[src/rtl/opcode_fetch.sv]
// Instruction fetch stage: reads opcode/prefix/immediate bytes at the PC and hands one
// decoded instruction at a time to the control path over a valid/ready handshake.
module opcode_fetch #(
    parameter int                    ADDR_WIDTH = 16,
    parameter logic [ADDR_WIDTH-1:0] RESET_PC   = '0
) (
    input  logic                  clock,
    input  logic                  reset,
    output logic [ADDR_WIDTH-1:0] mem_addr,
    output logic                  mem_rd_req,
    input  logic                  mem_rd_ack,
    input  logic [7:0]            mem_rd_data,
    input  logic                  pc_load,
    input  logic [ADDR_WIDTH-1:0] pc_load_val,
    output logic                  instr_valid,
    input  logic                  instr_ready,
    output logic [7:0]            opcode,
    output logic                  cb_prefix,
    output logic [15:0]           imm,
    output logic [ADDR_WIDTH-1:0] pc_next
);

    typedef enum logic [2:0] {
        FETCH_OP,
        FETCH_CB,
        FETCH_LO,
        FETCH_HI,
        VALID
    } state_t;

    state_t                r_state;
    logic [ADDR_WIDTH-1:0] r_pc;
    logic                  r_req;
    logic                  r_two_imm;
    logic                  r_valid;
    logic [7:0]            r_opcode;
    logic                  r_cb;
    logic [15:0]           r_imm;
    logic [ADDR_WIDTH-1:0] r_pc_next;

    logic [ADDR_WIDTH-1:0] w_pc_inc;
    logic                  w_take;
    logic [1:0]            w_len;

    // Number of immediate bytes following an unprefixed opcode; undefined opcodes fall to 0.
    function automatic logic [1:0] imm_len(input logic [7:0] op);
        case (op)
            8'h01, 8'h11, 8'h21, 8'h31, 8'h08, 8'hC2, 8'hC3, 8'hC4, 8'hCA,
            8'hCC, 8'hCD, 8'hD2, 8'hD4, 8'hDA, 8'hDC, 8'hEA, 8'hFA:
                imm_len = 2'd2;
            8'h06, 8'h0E, 8'h16, 8'h1E, 8'h26, 8'h2E, 8'h36, 8'h3E, 8'h10,
            8'h18, 8'h20, 8'h28, 8'h30, 8'h38, 8'hC6, 8'hCE, 8'hD6, 8'hDE,
            8'hE0, 8'hE6, 8'hE8, 8'hEE, 8'hF0, 8'hF6, 8'hF8, 8'hFE:
                imm_len = 2'd1;
            default:
                imm_len = 2'd0;
        endcase
    endfunction

    assign w_pc_inc = r_pc + {{(ADDR_WIDTH-1){1'b0}}, 1'b1};
    // A byte is only taken while the request is actually presented to memory.
    assign w_take   = r_req && mem_rd_ack;
    assign w_len    = imm_len(mem_rd_data);

    always_ff @(posedge clock) begin
        if (reset) begin
            r_state   <= FETCH_OP;
            r_pc      <= RESET_PC;
            r_req     <= 1'b0;
            r_two_imm <= 1'b0;
            r_valid   <= 1'b0;
            r_opcode  <= 8'h00;
            r_cb      <= 1'b0;
            r_imm     <= 16'h0000;
            r_pc_next <= RESET_PC;
        end else if (pc_load) begin
            r_state <= FETCH_OP;
            r_pc    <= pc_load_val;
            r_req   <= 1'b0;
            r_valid <= 1'b0;
        end else begin
            case (r_state)
                FETCH_OP: begin
                    if (!r_req) begin
                        r_req <= 1'b1;
                    end else if (w_take) begin
                        r_pc <= w_pc_inc;
                        if (mem_rd_data == 8'hCB) begin
                            r_cb    <= 1'b1;
                            r_state <= FETCH_CB;
                        end else begin
                            r_opcode  <= mem_rd_data;
                            r_cb      <= 1'b0;
                            r_imm     <= 16'h0000;
                            r_two_imm <= (w_len == 2'd2);
                            if (w_len == 2'd0) begin
                                r_req     <= 1'b0;
                                r_valid   <= 1'b1;
                                r_pc_next <= w_pc_inc;
                                r_state   <= VALID;
                            end else begin
                                r_state <= FETCH_LO;
                            end
                        end
                    end
                end
                FETCH_CB: begin
                    if (w_take) begin
                        r_pc      <= w_pc_inc;
                        r_opcode  <= mem_rd_data;
                        r_imm     <= 16'h0000;
                        r_req     <= 1'b0;
                        r_valid   <= 1'b1;
                        r_pc_next <= w_pc_inc;
                        r_state   <= VALID;
                    end
                end
                FETCH_LO: begin
                    if (w_take) begin
                        r_pc  <= w_pc_inc;
                        r_imm <= {8'h00, mem_rd_data};
                        if (r_two_imm) begin
                            r_state <= FETCH_HI;
                        end else begin
                            r_req     <= 1'b0;
                            r_valid   <= 1'b1;
                            r_pc_next <= w_pc_inc;
                            r_state   <= VALID;
                        end
                    end
                end
                FETCH_HI: begin
                    if (w_take) begin
                        r_pc         <= w_pc_inc;
                        r_imm[15:8]  <= mem_rd_data;
                        r_req        <= 1'b0;
                        r_valid      <= 1'b1;
                        r_pc_next    <= w_pc_inc;
                        r_state      <= VALID;
                    end
                end
                VALID: begin
                    if (instr_ready) begin
                        r_valid <= 1'b0;
                        r_req   <= 1'b1;
                        r_state <= FETCH_OP;
                    end
                end
                default: begin
                    r_state <= FETCH_OP;
                    r_req   <= 1'b0;
                    r_valid <= 1'b0;
                end
            endcase
        end
    end

    assign mem_addr    = r_pc;
    assign mem_rd_req  = r_req;
    assign instr_valid = r_valid;
    assign opcode      = r_opcode;
    assign cb_prefix   = r_cb;
    assign imm         = r_imm;
    assign pc_next     = r_pc_next;

endmodule

[config.mk]
export PLATFORM = sky130hd
export DESIGN_NAME = opcode_fetch
export DESIGN_NICKNAME = d
export VERILOG_FILES = /design/src/rtl/opcode_fetch.sv
export SDC_FILE = /design/constraint.sdc
export NUM_CORES = 1
export LEC_CHECK = 0
export CAP_MARGIN = 10
export CORE_ASPECT_RATIO = 0.5
export CORE_MARGIN = 5
export CORE_UTILIZATION = 44
export DETAILED_ROUTE_END_ITERATION = 8
export GPL_TIMING_DRIVEN = 0
export PLACE_DENSITY_LB_ADDON = 0.1
export SLEW_MARGIN = 15
export SYNTH_ARGS = -nofsm -noshare
export SYNTH_HDL_FRONTEND = slang
export SYNTH_SLANG_ARGS = --single-unit
[constraint.sdc]
create_clock -name clock -period 2.9 [get_ports clock]
set_input_delay 0.725 -clock clock [delete_from_list [all_inputs] [get_ports clock]]
set_output_delay 0.725 -clock clock [all_outputs]
set_load 0.01 [all_outputs]
# ---- Word-level counts from Yosys, hierarchy flattened
# Cells that the tools add are included.
dict set report word_totals {
  register_bits 63
  elab_cells 149
}
dict set report op_classes {
  add_sub_neg 1
  eq_ne 60
  muxes 53
  bitwise_logic 2
  n_reduce_logical 23
}
# cell n
set op_table {}
lappend op_table {{$mux 16} 15}
lappend op_table {{$eq 8x8->1 const B} 25}
lappend op_table {{$eq 8x6->1 const B} 10}
lappend op_table {{$pmux 16 s3} 1}
lappend op_table {{$eq 8x5->1 const B} 5}
lappend op_table {{$mux 8} 4}
lappend op_table {{$pmux 16 s2} 1}
lappend op_table {{$pmux 8 s4} 1}
lappend op_table {{$reduce_or 26->1} 1}
lappend op_table {{$mux 3} 8}
lappend op_table {{$pmux 8 s3} 1}
lappend op_table {{$ne 2x2->1 const B} 9}
lappend op_table {{$mux 1} 17}
lappend op_table {{$reduce_or 17->1} 1}
lappend op_table {{$add 16x1->16 const B} 1}
lappend op_table {{$eq 8x4->1 const B} 2}
lappend op_table {{$pmux 8 s2} 1}
lappend op_table {{$reduce_and 8->1} 2}
lappend op_table {{$pmux 3 s4} 1}
lappend op_table {{$reduce_and 5->1} 2}
lappend op_table {{$reduce_and 9->1} 1}
lappend op_table {{$reduce_bool 3->1} 3}
lappend op_table {{$eq 8x1->1 const B} 1}
lappend op_table {{$eq 8x3->1 const B} 1}
lappend op_table {{other kinds (20)} 25}

# ---- Logic depth before layout (Yosys ltp)
# Gate-level depths: netlist (run 1).
dict set report logic_depth {
  ltp_word 9
  depth_mapped 10
}

# ---- Worst setup path before layout (run 1)
# OpenSTA, ideal clock, no wires.
dict set report synth_path {
  path_type {input-to-reg}
  startpoint {in mem_rd_data[5]}
  endpoint {reg r_pc_next[10] (netlist: pc_next[10])}
  arrival_ns 2.781
  path_slack_ns 0.031
  stages 9
  n_path_buf 4
  cell_sequence {buf_2 or3b_1 or4_1 buf_2 o31ai_4 nor2_2 buf_6 buf_6 a311oi_2}
}
dict set report synth_via {
  elab_chain_len 6
}
# item line_no
set synth_lines {}
lappend synth_lines {{start: declaration} 12} ;# input logic [7:0] mem_rd_data,
lappend synth_lines {{$eq 8x3->1 (tied with other cells)} 47} ;# case (op)
lappend synth_lines {{$reduce_or 26->1 or $reduce_or 17->1 (tied branches)} 47}
lappend synth_lines {{$pmux 2 s2} 47}
lappend synth_lines {{$logic_not 2->1} 96} ;# if (w_len == 2'd0) begin
lappend synth_lines {{$ne 2x2->1 (no line)} n/a}
lappend synth_lines {{$reduce_and 9->1 (no line) (*)} n/a}
lappend synth_lines {{end signal: assignment} 99} ;# r_pc_next <= w_pc_inc;
lappend synth_lines {{end signal: assignment} 114} ;# r_pc_next <= w_pc_inc;
lappend synth_lines {{end signal: assignment} 127} ;# r_pc_next <= w_pc_inc;
lappend synth_lines {{end: declaration} 39} ;# logic [ADDR_WIDTH-1:0] r_pc_next;
# Every way passes the cells marked *; elsewhere a longest branch is shown, timed or not.
# A chain may end at the register's enable or synchronous reset.

# ---- Worst setup path after layout (run 1)
dict set report layout_path {
  startpoint {in mem_rd_data[4]}
  endpoint {reg r_pc_next[13] (netlist: pc_next[13])}
}
# The elaborated chain is that of the path after synthesis.

==> results of run 1 <==
power by group through the flow:
stage	clock, W	sequential (W)	combinational (W)
after floorplan	0	0.000942	0.000135
after detailed placement	0	0.000936	0.000262
after global placement	0	0.000936	0.000261
final	0.00102	0.000919	0.000264
after CTS	0.00105	0.000919	0.000263
after global routing	0.00108	0.000922	0.000288
synthesized netlist by cell type (5+ instances only):
master,number,share of area (%)
nand2_1,38,4.5
o21ai_0,11,1.7
a311oi_1,5,1.4
or3_1,5,0.98
dfxtp_1,63,40
nor3_1,14,2.2
nor4_1,7,1.4
a21oi_1,47,7.4
nand3_1,21,3.3
nor2_1,47,5.5
xnor2_1,19,5.2
xor2_1,10,2.7
clkbuf_1,26,3.1
a311oi_2,8,3.8
mux2i_1,16,5.0
nand4_1,10,2.0
final cells by class:
class                      instances  area, µm²  area share, %
multi-input combinational        291       1790           40.5
sequential                        63       1260           28.5
timing repair buffer              82        812           18.4
clock buffer                      14        284           6.43
buffer                            33        148           3.34
tap                               92        115           2.60
inverter                           3       11.3          0.255
layer usage:
layer | wire length, µm | vias to the layer above | GRT usage, %
li1 | - | 1569 | -
met1 | 4200 | 1417 | 26.6
met2 | 3800 | 113 | 29.8
met3 | 661 | 13 | 6.32
met4 | 128 | 0 | 7.30
met5 | 0 | - | 0
stage by stage:
stage | area [µm²] | TNS [ps] | setup slack, ps | total power, W
floorplan | 3190 | 0 | 30.7 | 0.00108
global placement | 4120 | -26010 | -744 | 0.00120
detailed placement | 4120 | -27190 | -781 | 0.00120
CTS | 4410 | 0 | 30.6 | 0.00223
global route | 4420 | -2.93 | -2.93 | 0.00229
finish | 4420 | 0 | 104 | 0.00221
logic make-up (layout without fill, tap and decap cells):
family / Yosys count / after routing / synth area share, %
fa+ha+maj: 1 / 1 / 0.392
flops: 63 / 63 / 39.5
xor+xnor: 29 / 29 / 7.96
mux: 16 / 16 / 5.02
simple gates: 160 / 160 / 23.8
buf+inv: 37 / 132 / 4.94
compound gates: 85 / 85 / 18.4
worst max-delay path, delay by kind of cell:
kind,cells,cell delay [ps]
simple gates,3,1030
buf+inv,3,690
compound gates,3,540
placed cells by master, fill, tap and decap left out, types with 2 or more instances in the layout:
master / instances
o211a_1: 2
clkbuf_16: 9
nor4_1: 7
clkbuf_8: 4
clkbuf_1: 25
a21oi_1: 47
nand4_1: 10
inv_1: 3
and2_1: 2
nand3_1: 21
mux2i_1: 16
nand3b_1: 3
buf_6: 2
o31a_1: 2
clkbuf_2: 2
buf_1: 2
nor2_1: 45
buf_2: 3
nor2_2: 2
o21ai_0: 10
nand2_1: 37
a311oi_2: 8
a32o_1: 2
xor2_1: 10
or3_1: 5
dfxtp_1: 63
clkdlybuf4s50_1: 79
a311oi_1: 5
nor2b_1: 3
nor3_1: 14
nand2b_1: 2
xnor2_1: 19
worst min path at each step:
stage	to	slack, ps
4_1_cts	imm[0]	450
3_3_place_gp	imm[11]	440
3_5_place_dp	imm[0]	450
6_report	imm[11]	450
2_1_floorplan	imm[11]	480
5_1_grt	imm[7]	470
flip-flops by register name (all words and copies together) (netlist names):
signal       cells
pc_next         16
r_state          3
cb_prefix        1
instr_valid      1
imm             16
mem_addr        16
r_two_imm        1
mem_rd_req       1
opcode           8
what timing repair did:
action	in CTS	in global routing
pin swaps	1	1
setup buffers	1	0
cloned	0	0
setup endpoints to repair	40	32
gates resized for setup	5	8
==> impl_metrics.env, run 1 <==
export IMPL_status="finished, final reports clean"
export IMPL_critPathKind="in -> reg"
export IMPL_design_die_area_um2=9160
export IMPL_port_buffers=81
export IMPL_dp_cells=564
export IMPL_gr_usage_all_layers_pct=19.8
export IMPL_ys_ff_latch=63
export IMPL_gr_total_overflow=0
export IMPL_p_seq_share_pct=41.7
export IMPL_die_w_um=130
export IMPL_vias_per_cell=5.38
export IMPL_power_switching_w=0.000527
export IMPL_clock_root_buffer="clkbuf_16"
export IMPL_max_slew_margin_pct=58.8
export IMPL_synth_cells=391
export IMPL_first_pass_iters=6
export IMPL_numCtsBuffers=9
export IMPL_drc=0
export IMPL_clk_pin_slew_worst_paths_ps=50
export IMPL_maxCapViolCount=0
export IMPL_grt_antenna_before_repair=0
export IMPL_swShare_pct=23.9
export IMPL_p_comb_share_pct=12.0
export IMPL_endpoint="pc_next[13]"
export IMPL_max_stage_delay_ps=490
export IMPL_cp_arrival_ps=2990
export IMPL_start_util_pct=46.5
export IMPL_syn_nets=421
export IMPL_period_share_pct=96.4
export IMPL_clock_latency_ps=330
export IMPL_avgSynthCellArea_um2=8.16
export IMPL_rrSetupSlack_ps=600
export IMPL_layout_cells_non_filler=578
export IMPL_worst_slew_pin_slew_ps=618
export IMPL_rows=21
export IMPL_p_clk_share_pct=46.4
export IMPL_report_final_slew_viol_count=0
export IMPL_crit_fanout=10
export IMPL_area_growth_pct=38.5
export IMPL_fillers=618
export IMPL_via_count=3112
export IMPL_whs_path_depth=2
export IMPL_final_util_pct=64.4
export IMPL_cts_tree="done"
export IMPL_whs_ps=448
export IMPL_cp_data_required_time_ps=3090
export IMPL_worstRegToRegCells=8
export IMPL_grt_pass1_vias=2911
export IMPL_ir_drop_mv=0.327
export IMPL_ios=88
export IMPL_synth_edff_count=0
export IMPL_syn_cell_area_um2=3190
export IMPL_finalSetupViolCount=0
export IMPL_synthArstFlopShare_pct=0
export IMPL_cts_buffer_depth=2
export IMPL_finalNetCount=513
export IMPL_path_cells="dlygate4sd2_1 > or3b_4 > or4_1 > buf_2 > o31ai_4 > nor2_2 > buf_2 > a21oi_1 > a311oi_2"
export IMPL_place_congestion=0.863
export IMPL_drive_gt1_share_pct=7.61
export IMPL_intPower_w=0.00168
export IMPL_crit_reg2reg_capture="mem_addr[6]"
export IMPL_die_h_um=70.2
export IMPL_grt_pass1_wl_mm=14.4
export IMPL_wl_mm=8.80
export IMPL_hold_path_startpoint="imm[11]"
export IMPL_ys_types=44
export IMPL_reg2reg_from="r_state[2]"
export IMPL_fin_skew_ps=7.05
export IMPL_hold_violations=0
export IMPL_final_period_minus_worst_setup_slack_ps=2800
export IMPL_leakage_nw=1.47
export IMPL_wl_per_cell_um=15.2
export IMPL_grt_max_degree=11
export IMPL_fmax_mhz=358
export IMPL_ant_nets=0
export IMPL_diodes=0
export IMPL_cp_common_cell="buf_2"
export IMPL_hold_path_class="reg -> reg"
export IMPL_htreeDepth=3
export IMPL_hold_buffers=0
export IMPL_core_um2=6860
export IMPL_yosysWarnings=0
export IMPL_synth_main_ff_cell="dfxtp_1"
export IMPL_startpoint="mem_rd_data[4]"
export IMPL_cts_sinks=63
export IMPL_slowest_stage="or4_1"
export IMPL_hpwl_mm=6.30
export IMPL_critPathLaunchType="primary input"
export IMPL_seq_area_frac_synth_pct=39.5
export IMPL_cp_end_kind="flip-flop"
export IMPL_drt_iter0_drc=263
export IMPL_power_density_nw_per_um2=499
Note: power is estimated with default switching activity, not from simulation.
==> run 2: changes to the inputs <==
SKIP_LAST_GASP = 1   (was default)
==> results of run 2 <==
The final DEF is identical to that of run 1; final timing and power are the same.
